[config.mk]
export PLATFORM = sky130hd
export DESIGN_NAME = outer_product_stream
export DESIGN_NICKNAME = d
export VERILOG_FILES = /design/src/rtl/outer_product_stream.sv
export SDC_FILE = /design/constraint.sdc
export NUM_CORES = 1
export LEC_CHECK = 0
export ABC_AREA = 1
export BUFFER_PORTS_ARGS = -buffer_cell sky130_fd_sc_hd__clkbuf_2
export CELL_PAD_IN_SITES_DETAIL_PLACEMENT = 1
export CELL_PAD_IN_SITES_GLOBAL_PLACEMENT = 2
export CORE_UTILIZATION = 29
export DETAILED_ROUTE_END_ITERATION = 8
export GPL_TIMING_DRIVEN = 1
export PLACE_DENSITY_LB_ADDON = 0.12
export SETUP_SLACK_MARGIN = 0.4
export SYNTH_ARGS = -nofsm -noshare
export SYNTH_HDL_FRONTEND = slang
export SYNTH_SLANG_ARGS = --single-unit
[constraint.sdc]
create_clock -name clk -period 6 [get_ports clk]
set_input_delay 0.3 -clock clk [delete_from_list [all_inputs] [get_ports clk]]
set_output_delay 0.3 -clock clk [all_outputs]
set_load 0.02 [all_outputs]
[src/rtl/outer_product_stream.sv]
// Buffers VEC_LEN-element vectors A and B, then streams all A[i]*B[j] products (row- or column-major).
// First product is registered one cycle after the last input beat; out_ready low freezes the output.
module outer_product_stream #(
  parameter int DATA_W  = 4,
  parameter int VEC_LEN = 16
) (
  input  logic                clk,
  input  logic                rst,
  input  logic                in_valid,
  output logic                in_ready,
  input  logic [1:0]          in_mode,
  input  logic [DATA_W-1:0]   in_a,
  input  logic [DATA_W-1:0]   in_b,
  output logic                out_valid,
  input  logic                out_ready,
  output logic [2*DATA_W-1:0] out_data,
  output logic                out_last
);

  localparam int CW = $clog2(VEC_LEN);
  localparam int PW = 2 * DATA_W;
  localparam logic [CW-1:0] LAST_IDX = CW'(VEC_LEN - 1);

  typedef enum logic [1:0] {IDLE, LOAD, STREAM} state_t;

  state_t            state, state_nxt;
  logic [DATA_W-1:0] a_mem [VEC_LEN];
  logic [DATA_W-1:0] b_mem [VEC_LEN];
  logic [CW-1:0]     k;
  logic [CW-1:0]     outer, inner;
  logic [CW-1:0]     outer_nxt, inner_nxt;
  logic [CW-1:0]     row_nxt, col_nxt;
  logic [1:0]        mode;
  logic              in_fire, out_fire, load_done, last_nxt;
  logic [DATA_W-1:0] op_a, op_b;
  logic [PW-1:0]     ext_a, ext_b, prod_nxt;

  assign in_fire   = in_valid & in_ready;
  assign out_fire  = out_valid & out_ready;
  assign load_done = in_fire && (state == LOAD) && (k == LAST_IDX);

  always_comb begin
    state_nxt = state;
    in_ready  = 1'b0;
    case (state)
      IDLE: begin
        in_ready = 1'b1;
        if (in_valid) state_nxt = LOAD;
      end
      LOAD: begin
        in_ready = 1'b1;
        if (in_valid && (k == LAST_IDX)) state_nxt = STREAM;
      end
      STREAM: begin
        if (out_fire && out_last) state_nxt = IDLE;
      end
      default: state_nxt = IDLE;
    endcase
  end

  // Index of the product to present next; outside STREAM this is the first product.
  always_comb begin
    outer_nxt = '0;
    inner_nxt = '0;
    if (state == STREAM) begin
      if (inner == LAST_IDX) begin
        inner_nxt = '0;
        outer_nxt = outer + 1'b1;
      end else begin
        inner_nxt = inner + 1'b1;
        outer_nxt = outer;
      end
    end
  end

  // Transposed order swaps which loop counter selects the A row.
  assign row_nxt  = mode[0] ? inner_nxt : outer_nxt;
  assign col_nxt  = mode[0] ? outer_nxt : inner_nxt;
  assign op_a     = a_mem[row_nxt];
  assign op_b     = b_mem[col_nxt];
  assign ext_a    = mode[1] ? {{DATA_W{op_a[DATA_W-1]}}, op_a} : {{DATA_W{1'b0}}, op_a};
  assign ext_b    = mode[1] ? {{DATA_W{op_b[DATA_W-1]}}, op_b} : {{DATA_W{1'b0}}, op_b};
  assign prod_nxt = ext_a * ext_b;
  assign last_nxt = (outer_nxt == LAST_IDX) && (inner_nxt == LAST_IDX);

  always_ff @(posedge clk) begin
    if (rst) begin
      state     <= IDLE;
      k         <= '0;
      outer     <= '0;
      inner     <= '0;
      mode      <= '0;
      out_valid <= 1'b0;
      out_data  <= '0;
      out_last  <= 1'b0;
    end else begin
      state <= state_nxt;
      if (in_fire) begin
        a_mem[k] <= in_a;
        b_mem[k] <= in_b;
        k        <= (k == LAST_IDX) ? '0 : k + 1'b1;
        if (state == IDLE) mode <= in_mode;
      end
      if (load_done || (out_fire && !out_last)) begin
        outer     <= outer_nxt;
        inner     <= inner_nxt;
        out_valid <= 1'b1;
        out_data  <= prod_nxt;
        out_last  <= last_nxt;
      end else if (out_fire) begin
        outer     <= '0;
        inner     <= '0;
        out_valid <= 1'b0;
        out_data  <= '0;
        out_last  <= 1'b0;
      end
    end
  end

endmodule

==> metrics <==
Final Power=between 2000 and 3000 uW; CP Launch Point=state[1]; Area Growth Syn to Fin=19.67%; setup ws final=0.7184 ns; Core Region=~0.025 mm2; fin area=0.009119 mm2; share of cells above drive strength 1=20.43%; initial antenna violation count=0; DRT iter0 DRCs=342; Tcrit/Tclk final=between 80 and 90%; Final nets=a little under 900; leading post-synthesis cells by cell area=edfxtp_1 50%, nand2_1 10%, nand3_1 8.9%; CP max stage delay=between 0.5 and 0.6 ns; pre-CTS setup slack=0.2224 ns; vias in the first global route=just under 6000; top_reg_cell synth=edfxtp_1; clk root buf=clkbuf_16; GRT overflow=0; pwr dens=between 300 and 400 mW/mm2; Seq/Total Area, Yosys=57.27%; post-synth top area share=between 50% and 60%; Post-synth EDFFs=between 100 and 150; fin. max-slew vios=0; setup tns final=0 ns; max_slew headroom=approximately 12%; Clock Skew=0.01159 ns; FF-to-FF path depth=29; CTS buffer count=17; pin slew with the least headroom to its limit=around 1.3 ns; number of port buffers=24; leak pwr=about 0.0035 uW; CTS max path bufs=2; Die W=roughly 160 um; hold buffer count at CTS=0; clk slew on worst S/H paths=0.07 ns; Die Ht=around 160 um; Mapped Cells=~760; slowest CP cell=fa_1; RSZ-0062 raised after global routing=yes; Antenna Nets Post-Route=0; Worst-Skew Late Latency=0.43 ns; Max-Cap Viols=0; Mapped Area=between 0.007 and 0.008 mm2; reg2reg setup slack=0.72 ns; Mean Syn Cell Area=10.01 um2; area leader, netlist=edfxtp_1; count leader, synth=nand2_1; CTS Sinks=approximately 150; Detailed Place HPWL=15.30 mm; Via density=slightly below 5; critical path data arrival time=~5.6 ns; CTS tree=done; die area=approximately 0.027 mm2; reg-to-reg critical path endpoint=out_data[6]; Critical Path End=out_data[6]; WL/cell=~20 um; Final setup viols=0; num rows=between 50 and 60; Worst Path Class, Setup=flip-flop to flip-flop; GP Congestion=0.8157; outcome=complete, no violations; crit end category=flip-flop; htree depth=4; crit path launch type=flip-flop; via count=roughly 5600; Synth cell types=36; I/O pins=25; Ys Warns=0; first-pass GRT wire length=between 30 and 40 mm; Routed WL=between 20 and 25 mm; GRT Util Overall=17.47%; Initial Util=between 20% and 30%; largest net degree at the start of global routing=32; TritonRoute pass-1 iters=4; #FFs+latches synth=~150; number of remaining DRC errors=0; Post-synth top cells=204 x nand2_1, 136 x nand3_1, 128 x edfxtp_1; VDD IR-drop max=approximately 0.16 mV; CP Data Required Time=around 6.4 ns; post-synthesis net count=about 800; Max Freq=189.3 MHz; RR Startpoint=state[1]; ys async rst share=0%; Ant. Diodes=0; worst min-delay path class=input port to flip-flop; Min Clock Period, post-route=5.282 ns; CP max FO=12; final hold viol count=0; Cell Area, Placed=0.008119 mm2
logic make-up after synthesis:
group                      Yosys count  synth area share [%]
and+or+nand+nor                    442                 27.45
DFF                                154                 57.27
buffers and inverters               90                 5.320
AOI/OAI and AO/OA                   39                 3.104
adders and majority gates           33                 6.502
xor gates and xnor gates             3                0.3449
report_power, final:
group / switching, uW / internal, uW
sequential: 4.17 / 1160
combinational: 316 / 176
clock: 504 / 631
total: 824 / 1970
critical path: cells and delay by family, from the launching register on:
| family | cells | cell delay (ns) |
|---|---|---|
| AND/OR/NAND/NOR | 14 | 1.84 |
| buffers and inverters | 6 | 0.61 |
| adder cells (fa/ha/maj) | 5 | 1.77 |
| AO/OA/AOI/OAI | 4 | 0.63 |
| flip-flops | 1 | 0.35 |
sequential cells by signal (all words and copies together), names as in the netlist:
signal,flops
k,4
b_mem,64
mode,2
inner,4
outer,4
out_last,1
state,2
out_data,8
out_valid,1
a_mem,64
metrics by stage:
step           util (%)  hold WS (ns)  std cells
6_report          35.80        0.1851       1162
5_1_grt           35.80        0.2080       1162
2_1_floorplan         -        0.3989        761
3_3_place_gp      31.87        0.4549       1109
3_5_place_dp      31.87        0.4619       1109
4_1_cts           34.35        0.1666       1141
metal layers:
metal	track usage (%)	wire [um]	part of all wire (%)	vias up
met2	28.81	11210	48	94
met3	2.879	857	3.7	23
met5	0	0	0	-
met1	23.58	10860	47	2781
li1	-	-	-	2710
met4	4.840	363	1.6	0
cell type report:
| type | count | area [um2] |
|---|---|---|
| multi-input combinational | 523 | 3102 |
| clock buffer | 17 | 425.4 |
| tap | 330 | 412.9 |
| timing repair buffer | 54 | 364.1 |
| clock inverter | 15 | 181.4 |
| sequential | 154 | 4367 |
| inverter | 69 | 266.5 |
| fill | 2861 | 16350 |
cell usage in the layout, fill, tap and decap left out, drive strengths merged, types with 2 or more instances in the layout:
cell type  Yosys  layout
clkinv         0       5
nor4           2       2
a31oi          3       3
ha            22      22
dfxtp         26      26
nand3b         3       3
buf           17      30
clkbuf         4      41
inv           69      76
xnor2          2       2
nor3           3       3
o21ai          9       9
a21oi         23      23
nor2          53      53
edfxtp       128     128
nand4          6       6
nand2        225     231
nand3        145     145
a21boi         2       2
fa            11      11
or2            5       5
bufinv         0       2
worst min-delay path by stage:
stage | from | endpoint | cells after the start
2_1_floorplan | in_a[0] | a_mem[0][0] | 0
3_3_place_gp | out_data[3] | out_data[3] | 2
3_5_place_dp | outer[3] | outer[3] | 2
4_1_cts | in_mode[0] | mode[0] | 3
5_1_grt | in_mode[1] | mode[1] | 3
6_report | in_mode[1] | mode[1] | 3
repair_timing:
item / 4_1_cts / 5_1_grt
setup buffers: 0 / 15
gates resized for setup: 3 / 46
cloned: 0 / 6
setup endpoints to repair: 2 / 3
pin swaps: 0 / 12
endpoints found under the hold margin: 0 / 0
(Power assumes the default switching activity.)
